## src/rtl/inert_seq_pkg.sv

```systemverilog
// inert_seq_pkg: sequencer states, sensor SPI command words and state helpers
package inert_seq_pkg;
  typedef enum logic [3:0] {
    INIT_WAIT, CFG0, CFG1, CFG2, CFG3, IDLE, RD_PL, RD_PH, RD_AL, RD_AH, PUBLISH
  } state_t;
  localparam logic [15:0] CFG0_CMD  = 16'h0D02;
  localparam logic [15:0] CFG1_CMD  = 16'h1053;
  localparam logic [15:0] CFG2_CMD  = 16'h1150;
  localparam logic [15:0] CFG3_CMD  = 16'h1460;
  localparam logic [15:0] RD_PL_CMD = 16'hA200;
  localparam logic [15:0] RD_PH_CMD = 16'hA300;
  localparam logic [15:0] RD_AL_CMD = 16'hAC00;
  localparam logic [15:0] RD_AH_CMD = 16'hAD00;
  function automatic logic [15:0] cmd_of(input state_t s);
    return s == CFG0  ? CFG0_CMD  :
           s == CFG1  ? CFG1_CMD  :
           s == CFG2  ? CFG2_CMD  :
           s == CFG3  ? CFG3_CMD  :
           s == RD_PL ? RD_PL_CMD :
           s == RD_PH ? RD_PH_CMD :
           s == RD_AL ? RD_AL_CMD :
           s == RD_AH ? RD_AH_CMD : 16'h0000;
  endfunction
  function automatic logic is_xact(input state_t s);
    return s != INIT_WAIT && s != IDLE && s != PUBLISH;
  endfunction
endpackage

```

## src/rtl/inert_int_sync.sv

```systemverilog
// inert_int_sync: two-flop synchronizer plus edge flop giving a one-cycle int_rise
module inert_int_sync (
  input  logic clk,
  input  logic rst_n,
  input  logic int_async,
  output logic int_rise
);
  logic [2:0] sync_q, sync_d;
  always_comb sync_d = {sync_q[1:0], int_async};
  always_ff @(posedge clk or negedge rst_n)
    if (!rst_n) sync_q <= '0;
    else sync_q <= sync_d;
  assign int_rise = sync_q[1] & ~sync_q[2];
endmodule

```

## src/rtl/inert_seq.sv

```systemverilog
// inert_seq: inertial sensor SPI sequencer publishing coherent pitch-rate/AZ pairs
module inert_seq
  import inert_seq_pkg::*;
#(
  parameter int INIT_WAIT_BITS = 16
) (
  input  logic        clk,
  input  logic        rst_n,
  input  logic        INT,
  input  logic        done,
  input  logic [15:0] rd_data,
  output logic        wrt,
  output logic [15:0] cmd,
  output logic [15:0] ptch_rt,
  output logic [15:0] AZ,
  output logic        vld
);
  state_t state_q, state_d;
  logic [INIT_WAIT_BITS-1:0] cnt_q, cnt_d;
  logic busy_q, busy_d, pend_q, pend_d, wrt_q, wrt_d, vld_q, vld_d;
  logic [7:0] pl_q, pl_d, ph_q, ph_d, al_q, al_d;
  logic [15:0] cmd_q, cmd_d, ptch_q, ptch_d, az_q, az_d;
  logic int_rise, xact, fin;
  logic unused_hi;
  assign unused_hi = ^rd_data[15:8];
  inert_int_sync u_sync (.clk(clk), .rst_n(rst_n), .int_async(INT), .int_rise(int_rise));
  always_comb begin
    state_d = state_q;
    cnt_d   = cnt_q;
    pend_d  = pend_q;
    pl_d    = pl_q;
    ph_d    = ph_q;
    al_d    = al_q;
    ptch_d  = ptch_q;
    az_d    = az_q;
    vld_d   = 1'b0;
    xact    = is_xact(state_q);
    fin     = xact & busy_q & done;
    case (state_q)
      INIT_WAIT: begin
        cnt_d = cnt_q + 1'b1;
        if (&cnt_q) state_d = CFG0;
      end
      CFG0: if (fin) state_d = CFG1;
      CFG1: if (fin) state_d = CFG2;
      CFG2: if (fin) state_d = CFG3;
      CFG3: if (fin) state_d = IDLE;
      IDLE: if (int_rise | pend_q) begin
        state_d = RD_PL;
        pend_d  = 1'b0;
      end
      RD_PL: if (fin) begin
        pl_d    = rd_data[7:0];
        state_d = RD_PH;
      end
      RD_PH: if (fin) begin
        ph_d    = rd_data[7:0];
        state_d = RD_AL;
      end
      RD_AL: if (fin) begin
        al_d    = rd_data[7:0];
        state_d = RD_AH;
      end
      RD_AH: if (fin) begin
        ptch_d  = {ph_q, pl_q};
        az_d    = {rd_data[7:0], al_q};
        vld_d   = 1'b1;
        state_d = PUBLISH;
      end
      PUBLISH: state_d = IDLE;
      default: state_d = INIT_WAIT;
    endcase
    if (int_rise && state_q inside {RD_PL, RD_PH, RD_AL, RD_AH, PUBLISH}) pend_d = 1'b1;
    wrt_d  = xact & ~busy_q;
    busy_d = wrt_d | (busy_q & ~fin);
    cmd_d  = wrt_d ? cmd_of(state_q) : cmd_q;
  end
  always_ff @(posedge clk or negedge rst_n)
    if (!rst_n) begin
      state_q <= INIT_WAIT;
      cnt_q   <= '0;
      busy_q  <= 1'b0;
      pend_q  <= 1'b0;
      wrt_q   <= 1'b0;
      vld_q   <= 1'b0;
      pl_q    <= '0;
      ph_q    <= '0;
      al_q    <= '0;
      cmd_q   <= '0;
      ptch_q  <= '0;
      az_q    <= '0;
    end else begin
      state_q <= state_d;
      cnt_q   <= cnt_d;
      busy_q  <= busy_d;
      pend_q  <= pend_d;
      wrt_q   <= wrt_d;
      vld_q   <= vld_d;
      pl_q    <= pl_d;
      ph_q    <= ph_d;
      al_q    <= al_d;
      cmd_q   <= cmd_d;
      ptch_q  <= ptch_d;
      az_q    <= az_d;
    end
  assign wrt     = wrt_q;
  assign cmd     = cmd_q;
  assign ptch_rt = ptch_q;
  assign AZ      = az_q;
  assign vld     = vld_q;
endmodule

```

## config.mk

```make
export PLATFORM = sky130hd
export DESIGN_NAME = inert_seq
export DESIGN_NICKNAME = d
export VERILOG_FILES = /design/src/rtl/inert_seq_pkg.sv /design/src/rtl/inert_int_sync.sv /design/src/rtl/inert_seq.sv
export SDC_FILE = /design/constraint.sdc
export NUM_CORES = 1
export LEC_CHECK = 0
export BUFFER_PORTS_ARGS = -buffer_cell sky130_fd_sc_hd__buf_2
export CAP_MARGIN = 40
export CORE_AREA = 2 2 111 113
export DETAILED_ROUTE_END_ITERATION = 7
export DIE_AREA = 0 0 113 115
export PLACE_DENSITY = 0.65
export SLEW_MARGIN = 20
export SYNTH_ARGS = -nofsm -noshare
export SYNTH_HDL_FRONTEND = slang
export SYNTH_SLANG_ARGS = --single-unit
```

## constraint.sdc

```tcl
create_clock -name clk -period 1.6 [get_ports clk]
set_input_delay 0.24 -clock clk [delete_from_list [all_inputs] [get_ports clk]]
set_output_delay 0.24 -clock clk [all_outputs]
set_load 0.03 [all_outputs]
```

After elaboration in Yosys (flattened, before gate mapping)
Index checks and enable logic that the tools add are counted.
W data, S select, Z words.
{ "word_totals": {"output_inout_bits": 50, "inputBits": 20, "ff_bits": 99, "word_cells": 85} }
{ "classes": {"n_reduce_logical": 15, "n_bitwise": 10, "n_eq_ne": 22, "n_addsub": 1, "n_mux": 24} }
{ "op_table": {"columns": ["operator", "count"], "rows": [
  ["$mux W16", 8],
  ["$pmux W4 S11", 1],
  ["$mux W4", 10],
  ["$ne A2 B2 Y1 const B", 10],
  ["$add A16 B1 Y16 const B", 1],
  ["$eq A4 B3 Y1 const B", 4],
  ["$reduce_and A16 Y1", 1],
  ["$eq A4 B4 Y1 const B", 3],
  ["$reduce_and A10 Y1", 1],
  ["$reduce_and A2 Y1", 5],
  ["$eq A4 B2 Y1 const B", 2],
  ["$and A1 B1 Y1", 5],
  ["$mux W1", 5],
  ["$reduce_bool A5 Y1", 1],
  ["$eq A4 B1 Y1 const B", 1],
  ["$logic_not A4 Y1", 1],
  ["$ne A4 B3 Y1 const B", 1],
  ["$ne A4 B4 Y1 const B", 1],
  ["$reduce_bool A2 Y1", 2],
  ["$reduce_bool A4 Y1", 1],
  ["$logic_and A1 B1 Y1", 3],
  ["$not A1 Y1", 3],
  ["$or A1 B1 Y1", 2]
]} }

Depth between registers and ports, before layout
Gate-level depths: netlist of run 1.
{ "depth": {"depth_word": 9, "depth_mapped": 6, "depth_no_buf": 5} }

By module
From an unflattened synthesis of run 1, not the netlist that was laid out.
{ "unflattened": {"cells_unflattened": 319, "hier_area_um2": 4012.6} }
{ "by_module_without_submodules": {"columns": ["module", "cells_per_inst", "area_per_inst_um2", "instances", "seq_area_each_um2"], "rows": [
  ["inert_seq", 315, 3923.8, 1, 2252.2],
  ["inert_int_sync", 4, 88.8, 1, 75.1]
]} }

Worst setup path after synthesis of run 1
No wires, ideal clock.
{ "synth_path": {"path_kind": "reg2reg", "startpoint": "register state_q[2]", "endpoint": "register az_q[10], in the netlist AZ[10]", "slack_ns": -0.076, "required_time_ns": 1.475, "stages_incl_launch_ff": 6, "n_path_buf": 2, "t_arrival_ns": 1.551, "period_less_slack_ns": 1.676, "setup_time_ns": 0.125, "cell_sequence": "dfrtp_1 -> nor2b_1 -> and3_1 -> buf_2 -> buf_2 -> mux2_2"} }
{ "synth_via": {"elab_chain_len": 6, "elab_cells_between_ends": 9, "classes_between": "3 x eq/ne; 2 x bitwise; 4 x reduce/logical"} }
{ "synth_rtl": {"columns": ["element", "line_no", "text"], "rows": [
  ["start, declared", "inert_seq.sv:18", "state_t state_q, state_d;"],
  ["start signal, assigned", "inert_seq.sv:93", "state_q <= state_d;"],
  ["$ne A4 B3 Y1 or $reduce_bool A4 Y1 (tied branches)", "inert_seq_pkg.sv:25", "return s != INIT_WAIT && s != IDLE && s != PUBLISH;"],
  ["$logic_and A1 B1 Y1 (2 in series)", "inert_seq_pkg.sv:25", null],
  ["$and A1 B1 Y1 (2 in series)", "inert_seq.sv:38", "fin = xact & busy_q & done;"],
  ["$reduce_and A2 Y1 (no line) (*)", null, null],
  ["end signal, assigned", "inert_seq.sv:104", "az_q <= az_d;"],
  ["end, declared", "inert_seq.sv:22", "logic [15:0] cmd_q, cmd_d, ptch_q, ptch_d, az_q, az_d;"]
]} }
Every way passes the cells marked *; elsewhere a longest branch is shown, timed or not.
A chain may end at the register's enable or synchronous reset.

Final worst setup path of run 1
{ "layout_path": {"startpoint": "register state_q[2]", "endpoint": "register cnt_q[12]"} }
{ "layout_via": {"elab_chain_len": 1} }
{ "layout_rtl": {"columns": ["element", "line_no", "text"], "rows": [
  ["$logic_not A4 Y1", "inert_seq.sv:39", "case (state_q)"],
  ["end signal, assigned", "inert_seq.sv:94", "cnt_q <= cnt_d;"],
  ["end, declared", "inert_seq.sv:19", "logic [INIT_WAIT_BITS-1:0] cnt_q, cnt_d;"]
]} }
Every way passes these cells.

==> summary by stage, run 1 <==
Worst setup path
The cell seen most often among critical-path stages is buf_4. The largest individual stage delay along the critical path comes from the cell dfrtp_2. In this run the worst path has a maximum fanout of 6. The family of cells with the greatest summed delay on the critical path is simple AND/OR/NAND/NOR gates. The classification of the worst setup path is register to register.

The kind of capture point of the worst setup path is a register. On the worst path, the slowest cell contributes a delay of between 400 and 500 ps. STA classifies the critical path startpoint as a register.

The buffer and inverter count on the worst path is 2. Data on the critical path arrives at its endpoint at 1900 ps. The data required time of the worst path is 1860 ps. The signal on the critical path passes through nor4_4 > buf_4 > nand2_1 > buf_4 > nor2_1 > xnor2_1.

Pwr
The internal portion of the total power is between 3 and 4 mW. The relative contribution of combinational cells to total power is 2.3%. The analysis attributes to cell leakage a power of around 2.7 nW.

IR analysis of the VDD net gives a maximum drop of approximately 0.0006 V. The total power per unit cell area is between 800 and 900 nW/um2. Per report_power, the clock group accounts for 48.1% of the total. The power dissipated by switching net loads is about 0.98 mW.

In this run switching power makes up 20.7% of total power. The sequential power share is between 40% and 50%.

Route
The met3 layer wire length in the routed design is around 280 um. The detailed-routing wirelength on met1 is around 4 mm. For this run, design rule violations remaining after detail routing come to 5.

The violation count after the first detailed-route iteration is approximately 160. Wire segments on met2 add up to roughly 4.3 mm in the final route. The via density per instance is just under 5. The total vias in the final route is 2833. The first detailed-routing pass ran for 6 iterations. The final antenna-violating net count is 0. Summed over all layers, the routed wires come to approximately 8.7 mm.

After detailed routing, the average wire length per cell comes to roughly 15 um. The top routing layer in use is met4.

Synthesis
The number of register bits inferred by synthesis is 93. Averaged over all synthesized cells, the footprint is ~13 um2. Counting every instance in the synthesized netlist gives 322. The dominant synthesized flop cell is dfrtp_1.

Yosys mapped the design onto 50 distinct sky130hd cell types. Counting flops with an async set or reset pin after synthesis yields a share of 100%. For this run, the register share of the synthesized area comes to between 50% and 60%. The mapped netlist covers 4040 um2. Counting flops with a built-in enable in the synthesized netlist gives 0. The number of synthesis warnings is 0.

Timing
The clock period minus worst slack is about 1600 ps. The post-route clock skew is between 10 and 15 ps. Setup repair after global routing could not meet its margin everywhere.

Summed over all failing endpoints, the final setup total negative slack is -137 ps. The final count of negative-setup-slack endpoints is 7. The final number of hold-violating endpoints is 0.

The timing-limited maximum frequency is 607 MHz. In the finished design, the share of the clock period the worst path needs comes to 103%. The final worst setup slack is -47.5 ps. The number of pins exceeding their max-slew limit in the final report is 0.

Final layout
The post-layout instance count excluding filler cells is approximately 570. The net count of the finished layout is about 440. The area added between synthesis and finish is 31.4%. Of the cells placed in the final design, the portion with a size suffix greater than 1 is 47.9%. The repair_antennas step left the layout with diodes totalling 0.

Die
In this run the core area contains 40 standard-cell rows. The vertical die dimension is roughly 120 um. The standard cell core area is between 10000 and 15000 um2. From left edge to right edge, the die measures between 100 and 150 um. For this configuration, the core starts out at a cell density of 34.2%. The die footprint is around 13000 um2. The number of top-level pins is 70.

Global route
The number of antenna violations at the first check in global routing was 0. The total overflow left after global routing is 0. The via count of the first global-routing pass is ~2900. The largest net degree at the start of global routing is around 40. For this run, the total global-route usage over all layers was measured as a little over an eighth. The first global-routing pass estimated 14.2 mm of wire.

Clock tree
CTS saw 93 sinks. TritonCTS built the clock tree. In this run the clock root is driven by a clkbuf_16. The maximum clock path buffer count is 2. The clock-pin slew on the worst setup and hold paths is around 70 ps.

The H-tree depth reported by CTS is 3. The clock latency on the worst-skew pair is 330 ps. The number of buffers created by CTS is 9.

Hold path
The worst hold-check path type is primary input to register.

Place
The routability congestion estimate is roughly 0.86. Input and output buffers added on the ports amount to 57. The half-perimeter wire length after detailed placement is about 5.8 mm. The total instance count after detailed placement is 550.

Status
The run finished, with violations left. The checks that failed: design-rule violations, negative setup slack.

Run
The max-capacitance violation count is 0.
-- registers in the layout, indices dropped and copies added, names as in the netlist --
| signal | count |
|---|---|
| state_q | 4 |
| pl_q | 8 |
| busy_q | 1 |
| u_sync.sync_q | 3 |
| al_q | 8 |
| cmd | 10 |
| ptch_rt | 16 |
| pend_q | 1 |
| AZ | 16 |
| vld | 1 |
| ph_q | 8 |
| wrt | 1 |
| cnt_q | 16 |
-- final cells by class --
type                    instances  area (um2)
fillers                      1054        6500
flip-flops and latches         93        2330
multi-input cells             201        1680
repair buffers                106         749
clock buffers                  10         229
well taps                     147         184
clock inverters                 6        95.1
inverters                      10        37.5
-- per-layer routing --
layer  track usage (%)  vias to the layer above
met1              17.9                     1432
met4              4.88                        0
li1                  -                     1330
met3              2.48                       15
met2              22.4                       56
met5                 0                        -
-- path summary, 6_finish.rpt --
kind                                  startpoint  depth (start not counted)  slack (ps)          endpoint
worst max-delay path                  state_q[2]                          6         -50         cnt_q[12]
worst min-delay path                         INT                          1          30  u_sync.sync_q[0]
worst min register to register  u_sync.sync_q[0]                          0         360  u_sync.sync_q[1]
worst max register to register        state_q[2]                          6         -50         cnt_q[12]
min in group asynchronous                  rst_n                          2         370       ptch_rt[10]
max in group asynchronous                  rst_n                          3         680        state_q[0]
-- power groups by stage --
stage          clock [mW]  combinational [mW]  sequential, mW
3_5_place_dp            0               0.111            2.40
4_1_cts              2.35               0.114            2.35
2_1_floorplan           0              0.0294            2.40
6_report             2.29               0.111            2.36
5_1_grt              2.47               0.126            2.35
3_3_place_gp            0               0.109            2.40
-- cells in the mapped netlist (2+ instances only) --
cell	instances	area [um2]
a21o_1	2	15.0
mux2_2	59	664
xnor2_1	6	52.6
o32a_1	2	20.0
inv_1	9	33.8
nand2_1	17	63.8
o21ai_0	15	75.1
nor2_1	13	48.8
clkbuf_1	6	22.5
nor2b_1	7	43.8
o22ai_1	4	25.0
and3_1	2	12.5
a21oi_1	11	55.1
dfrtp_1	93	2330
xor2_1	9	78.8
nor4_1	3	18.8
a22oi_1	2	15.0
nand4_1	4	25.0
mux2i_1	2	20.0
nor3_1	6	30.0
buf_2	7	35.0
buf_4	6	45.0
o211ai_1	2	15.0
nand3_1	2	10.0
a221o_1	3	30.0
nand2b_1	5	31.3
or3_1	2	12.5
-- timing repair --
| action | in CTS | in global routing |
|---|---|---|
| pin swaps | 3 | 6 |
| hold buffers | 1 | 0 |
| cloned | 0 | 1 |
| endpoints found under the hold margin | 24 | 0 |
| setup buffers | 1 | 4 |
| resized for setup | 11 | 16 |
| endpoints found under the setup margin | 69 | 70 |
-- through the flow --
step           setup slack [ps]  instance area, um2  total power [mW]  util, %  hold slack (ps)
6_report                  -47.5                5310              4.75     44.9             27.2
2_1_floorplan             -12.9                4060              2.43        -            -55.6
5_1_grt                    -115                5310              4.95     44.9             10.1
3_5_place_dp               -126                4790              2.51     40.6              181
3_3_place_gp              -56.2                4790              2.51     40.6              177
4_1_cts                   -20.6                5180              4.82     43.8             15.5
-- cell usage in the layout (no fill, tap or decap), types with 9 or more instances in the layout --
cell       Yosys  final
dfrtp_1       93     89
mux2_2        59     59
buf_2          7     56
buf_4          6     40
nand2_1       17     17
o21ai_0       15     15
nor2_1        13     12
a21oi_1       11     11
clkbuf_16      0     10
inv_1          9      9
xor2_1         9      9
-- cell families after synthesis --
kind of cell / count (synthesis) / share of synthesized area (%)
flops: 93 / 57.6
simple gates: 68 / 9.39
mux: 61 / 16.9
compound gates: 52 / 8.55
buf+inv: 31 / 3.84
xor+xnor: 15 / 3.25
fa+ha+maj: 1 / 0.310
other cells: 1 / 0.0928
No activity file was read; power rests on OpenSTA's default activity.
==> run 2, diff against run 1 <==
--- a/config.mk
+++ b/config.mk
@@ -10,8 +10,9 @@
 export CORE_AREA = 2 2 111 113
 export DETAILED_ROUTE_END_ITERATION = 7
 export DIE_AREA = 0 0 113 115
-export PLACE_DENSITY = 0.65
+export PLACE_DENSITY = 0.63
 export SLEW_MARGIN = 20
 export SYNTH_ARGS = -nofsm -noshare
 export SYNTH_HDL_FRONTEND = slang
 export SYNTH_SLANG_ARGS = --single-unit
+export TNS_END_PERCENT = 20
==> constraint.sdc (replaced) <==
create_clock -name clk -period 1.7 [get_ports clk]
set_input_delay 0.255 -clock clk [delete_from_list [all_inputs] [get_ports clk]]
set_output_delay 0.255 -clock clk [all_outputs]
set_load 0.03 [all_outputs]
==> run 2 against run 1 <==
Net effect: the flow finishes with violations (design-rule violations); final cell count decreased by 2.3%; critical path type unchanged; combinational power shrank 6%; clock power down 8%; sequential power shrank 6%; clock skew is 0.88 ps lower; first-iteration DRC count is 19% lower; critical endpoint is now state_q[0].
==> summary by stage, run 2 (same netlist as run 1, synthesis figures left out) <==
Status
The run finished, with violations left. The final reports fail on design-rule violations.

Final layout
The library cell used most frequently in the layout, excluding fill and tap cells, is dfrtp_1. The final antenna diode count is 0. Relative to the synthesized area, the layout overhead comes to 26.4%. The share of final-layout standard cells stronger than drive strength 1 is ~45%. The post-layout instance count excluding filler cells is 560.

The post-layout net count is 430. In the layout the commonest cells are dfrtp_1, mux2_2, buf_2, buf_4, nand2_1.

Pwr
The internal portion of the total power is ~3.6 mW. Of the total power, combinational logic draws about 2.4%. Sequential cells account for between 50% and 60% of the total power. The analysis attributes to cell leakage a power of ~2.6 nW.

The worst-case IR drop observed on VDD is ~0.00050 V. The power after layout is 4.43 mW. The total power per unit cell area is between 800 and 900 nW/um2.

Of the total power, the share spent switching nets is 19.5%. The share of power burned in the clock network is 47.6%. The power dissipated by switching net loads is just under 0.9 mW.

Place
The number of buffers inserted by port buffering is 57. Routability-driven placement finished with a final weighted congestion of around 0.87. The total instance count after detailed placement is between 500 and 600. Once detailed placement completed, the half-perimeter wirelength came to about 5.7 mm.

Route
The count of nets left with antenna violations once routing finished came out at 0. The number of design rule violations left after detail routing is 4. The violation count after the first detailed-route iteration is about 130. The routed length per instance is ~15 um. Summed over all layers, the routed wires come to between 8 and 9 mm.

The first TritonRoute pass finished after 6 iterations. The via density per instance is between 4 and 5. The detailed router placed ~2800 vias in this run.

Die
For this configuration, the core starts out at a cell density of 34.2%. After floorplanning, the core was divided into 40 placement rows. The vertical die dimension is between 100 and 150 um. The die extent in x is 113 um.

70 I/O pins were placed. The core region is around 12000 um2. The floorplan step defined a die boundary enclosing between 10000 and 15000 um2.

Global route
Entering global routing, the biggest net connects 34 pins. Global routing consumed, over all layers together, about an eighth of the routing resources. The remaining global-route overflow is 0. The number of antenna violations at the first check in global routing is 0.

The via count of the first global-routing pass is ~2700. The first global-routing pass estimated around 14 mm of wire.

Clock tree
The root buffer cell chosen for the clock tree is clkbuf_16. The longest clock path from root to sink contains 2 buffers. Clock-pin slew was measured on the worst setup and hold paths at around 60 ps. The H-tree depth reported by CTS is 3. The number of buffers created by CTS is 9.

The clock reaches the later pin of the worst-skew pair after approximately 340 ps. CTS saw 93 sinks. TritonCTS built the clock tree.

Timing
The clock period minus worst slack is approximately 1600 ps. Across the routed clock network, the largest skew measured is about 9.4 ps. Hold is met by 29.4 ps. The portion of the clock cycle consumed by the worst path in the final layout is between 90% and 100%. The final count of negative-setup-slack endpoints is 0. The final number of hold-violating endpoints was 0. The number of pins exceeding their max-slew limit in the final report is 0. The timing-limited maximum frequency is just over 600 MHz.

Worst setup path
The slack of the worst reg-to-reg path is roughly 62 ps. Along the worst path, the maximum fanout reaches 2. The data arrival at the endpoint of the critical path is ~1900 ps. The worst register-to-register path ends at state_q[0].

The classification of the worst setup path is register to register. Counting cells, the worst reg-to-reg path comes to 5. The worst register-to-register path begins at cnt_q[1]. The worst setup path startpoint is cnt_q[1].

STA classifies the critical path startpoint as a register. At the worst endpoint, the required time is approximately 2000 ps. The kind of capture point of the worst setup path is a register.

The destination of the critical timing path is state_q[0].

Hold path
The min-delay analysis places its worst path in the category primary input to register.

Run
The max-capacitance violation count is 0.
==> run 2: cell count changes in the layout (fill, tap and decap cells not counted), moves of 2 or more <==
cell,before,now
nor4_2,0,3
nor4_4,4,1
nor3_2,2,0
nor3_1,4,6
buf_6,3,0
buf_4,40,32
==> run 2: stage by stage <==
stage               TNS, ps  area, um2  util, %  worst slack [ps]
floorplan                 0       4050        -              24.1
global placement          0       4700     39.8              27.3
detailed placement    -5.61       4700     39.8             -5.61
CTS                       0       5030     42.6              19.3
global route          -18.0       5100     43.2             -11.0
finish                    0       5100     43.2              61.6
==> run 2: area by class of cell <==
class                      instances  area (um2)
fill                            1093        6710
sequential                        93        2330
multi-input combinational        201        1610
timing repair buffer              94         631
clock buffer                      11         243
tap                              147         184
clock inverter                     4        72.6
inverter                          10        37.5
==> run 2: power groups by stage <==
| stage | Combinational [mW] | Clock (mW) | Sequential [mW] |
|---|---|---|---|
| 6_report | 0.104 | 2.11 | 2.22 |
| 5_1_grt | 0.121 | 2.26 | 2.22 |
| 3_5_place_dp | 0.106 | 0 | 2.26 |
| 3_3_place_gp | 0.104 | 0 | 2.26 |
| 2_1_floorplan | 0.0277 | 0 | 2.26 |
| 4_1_cts | 0.108 | 2.17 | 2.22 |
==> run 2: critical path: stages, from the launching register on <==
cell and delay [ps]:
dfrtp_1 370, ha_2 190, nand4_1 80, or4_4 500, a221o_1 300, mux2i_1 130
==> run 2: worst min-delay path by stage <==
stage	to	from	depth (start not counted)
2_1_floorplan	AZ[0]	rst_n	0
3_3_place_gp	vld	rst_n	1
3_5_place_dp	vld	rst_n	1
4_1_cts	u_sync.sync_q[0]	INT	1
5_1_grt	u_sync.sync_q[0]	INT	1
6_report	u_sync.sync_q[0]	INT	1
==> run 2: routing by layer <==
metal	up-vias	global-route usage (%)	part of all wire (%)	wire, um
met5	-	0	0	0
met4	0	5.37	1.5	128
met3	10	3.27	4.2	348
met2	68	20.1	49	4070
met1	1364	18.2	45	3720
li1	1309	-	-	-
==> run 2: repair_timing <==
action                                  in CTS  in global routing
endpoints found under the setup margin       2                 55
endpoints found under the hold margin       17                  0
hold buffers                                 1                  0
setup buffers                                0                  5
pin swaps                                    0                  5
gates resized for setup                      1                 12
==> run 3, diff against run 2 <==
--- a/config.mk
+++ b/config.mk
@@ -11,6 +11,7 @@
 export DETAILED_ROUTE_END_ITERATION = 7
 export DIE_AREA = 0 0 113 115
 export PLACE_DENSITY = 0.63
+export SETUP_SLACK_MARGIN = 0.4
 export SLEW_MARGIN = 20
 export SYNTH_ARGS = -nofsm -noshare
 export SYNTH_HDL_FRONTEND = slang
==> run 3 against run 2 <==
Net effect: the flow still finishes with violations (design-rule violations); maximum frequency increased by 0.52%; via count increased by 5.6%; cell area increased by 6.1%.
==> summary by stage, run 3 (same netlist as run 1, synthesis figures left out) <==
Route
The routed wire length is between 9 and 10 mm. Summing over every cut layer, the via total after detailed routing is around 2900. The violation count after the first detailed-route iteration is between 150 and 200.

The first-pass iteration count of the detailed router is 6. The via density per instance is between 5 and 6. The routed length per instance is between 15 and 20 um.

The final antenna-violating net count is 0. For this run, design rule violations remaining after detail routing come to 6.

Pwr
The standby leakage power is around 2.7 nW. Dividing total power by cell area gives a power density of around 770 nW/um2. The worst-case IR drop observed on VDD is 0.000372 V. Summing internal, switching and leakage power gives approximately 4.2 mW.

Global route
The number of antenna violations at the first check in global routing is 0. The remaining global-route overflow is 0. The via count of the first global-routing pass is roughly 2800. The first global-routing pass estimated 13.9 mm of wire. Entering global routing, the biggest net connects 36 pins. In the global route stage, overall resource usage came out at 13.5%.

Place
Timing analysis after detailed placement gives a worst setup slack of -5.53 ps. Detailed placement finished with a half-perimeter wire length of just under 6 mm. The number of buffers inserted by port buffering is between 50 and 60. The routability congestion estimate is 0.821. The placed instances occupy a cell area of between 4000 and 5000 um2.

Clock tree
After clock tree synthesis, the clock-pin slew on the worst setup and hold paths is ~70 ps. The number of buffers created by CTS is 9. In this run the clock root is driven by a clkbuf_16.

The number of clock sinks is 93. TritonCTS built the clock tree. No sink is reached through more buffers than the 2 on the longest clock path. The H-tree was split into 3 levels.

Clock latency on the worst-skew pair, taken at its later pin, is between 300 and 400 ps.

Final layout
The post-layout net count is 450. The area added between synthesis and finish is 34.1%. The final antenna diode count is 0. The final cell utilization of the core is 45.9%.

The filler cell count is 1112. Leaving out fill and tap cells, the most frequent cell in the layout is dfrtp_1. The final cell area excluding filler cells is around 5400 um2. Cells with a size suffix above 1 make up between 50% and 60% of the layout. The library cells used most frequently in the layout, excluding fill and tap cells, are dfrtp_1, buf_2, mux2_2, buf_4.

Worst setup path
The data arrival at the endpoint of the critical path is approximately 1900 ps. The kind of capture point of the worst setup path is a register. The data required time of the worst path is a little under 2000 ps. In this run the worst path has a maximum fanout of 4. STA classifies the critical path startpoint as a register. The critical path is of the register to register type.

Timing
The portion of the clock cycle consumed by the worst path in the final layout is between 90% and 100%. Setup repair after global routing could not meet its margin everywhere. The final worst setup slack is between 70 and 80 ps. The routed design could run at a clock period as short as about 1600 ps. Across the routed clock network, the largest skew measured is approximately 9.8 ps. The worst hold slack is about 31 ps. Timing would allow up to ~610 MHz. The number of pins exceeding their max-slew limit in the final report is 0. The final number of hold-violating endpoints is 0.

Setup violations remaining at the end of the flow were counted as 0.

Die
The initialized floorplan defines 40 standard-cell rows. The die extent in x is roughly 110 um. For this design the top-level I/O count stands at 70.

The die covers 13000 um2. Once the floorplan was initialized, standard cells occupied about a third of the core. From bottom edge to top edge, the die measures between 100 and 150 um.

The standard cell core area is ~12000 um2.

Status
The final reports fail on design-rule violations. The flow ran to the end, but the final reports show violations.

Run
The max-capacitance violation count is 0.

Hold path
The tightest min-delay check is of the primary input to register type.
[run 3: cell type report]
cell class / instances / area [um2] / area share [%]
clock inverter: 6 / 50.0 / 0.924
sequential: 93 / 2330 / 43.1
clock buffer: 9 / 225 / 4.16
inverter: 10 / 37.5 / 0.693
tap: 147 / 184 / 3.40
timing repair buffer: 114 / 835 / 15.4
multi-input combinational: 201 / 1750 / 32.4
[run 3: what timing repair did]
item,4_1_cts,5_1_grt
setup buffers,5,11
endpoints found under the hold margin,22,0
resized for setup,8,38
gates cloned,0,3
hold buffers,1,0
pin swaps,5,13
setup endpoints to repair,87,88
[run 3: path summary, 6_finish.rpt]
kind                                  startpoint                to  slack (ps)  cells past startpoint
worst max-delay path                    cnt_q[2]        state_q[0]          70                      4
worst min-delay path                         INT  u_sync.sync_q[0]          30                      1
worst max register to register          cnt_q[2]        state_q[0]          70                      4
worst min register to register  u_sync.sync_q[0]  u_sync.sync_q[1]         360                      0
max in group asynchronous                  rst_n        state_q[1]         680                      3
min in group asynchronous                  rst_n          cnt_q[2]         390                      2
[run 3: routing by layer]
| metal | wire, um | vias to the layer above | track usage [%] |
|---|---|---|---|
| li1 | - | 1352 | - |
| met1 | 4080 | 1453 | 18.3 |
| met2 | 4510 | 86 | 21.6 |
| met3 | 444 | 15 | 2.79 |
| met4 | 122 | 0 | 5.45 |
| met5 | 0 | - | 0 |
[run 3: metrics by stage]
step	setup TNS (ps)	instances
2_1_floorplan	0	325
3_3_place_gp	0	545
3_5_place_dp	-7.26	545
4_1_cts	0	566
5_1_grt	-9.07	580
6_report	0	580
[run 3: worst max-delay path, cell delays in order, from the launching register on]
cell	delay, ps
dfrtp_1	420
nand4_4	140
or4_4	560
a221o_1	300
mux2i_1	130
[run 3: report_power, final]
| group | switching [mW] | internal, mW | total, mW | leakage (nW) |
|---|---|---|---|---|
| logic | 0.0764 | 0.0289 | 0.105 | 1.31 |
| clock network | 0.839 | 0.997 | 1.84 | 0.133 |
| registers | 0.00117 | 2.22 | 2.22 | 1.27 |
| total | 0.916 | 3.24 | 4.16 | 2.72 |
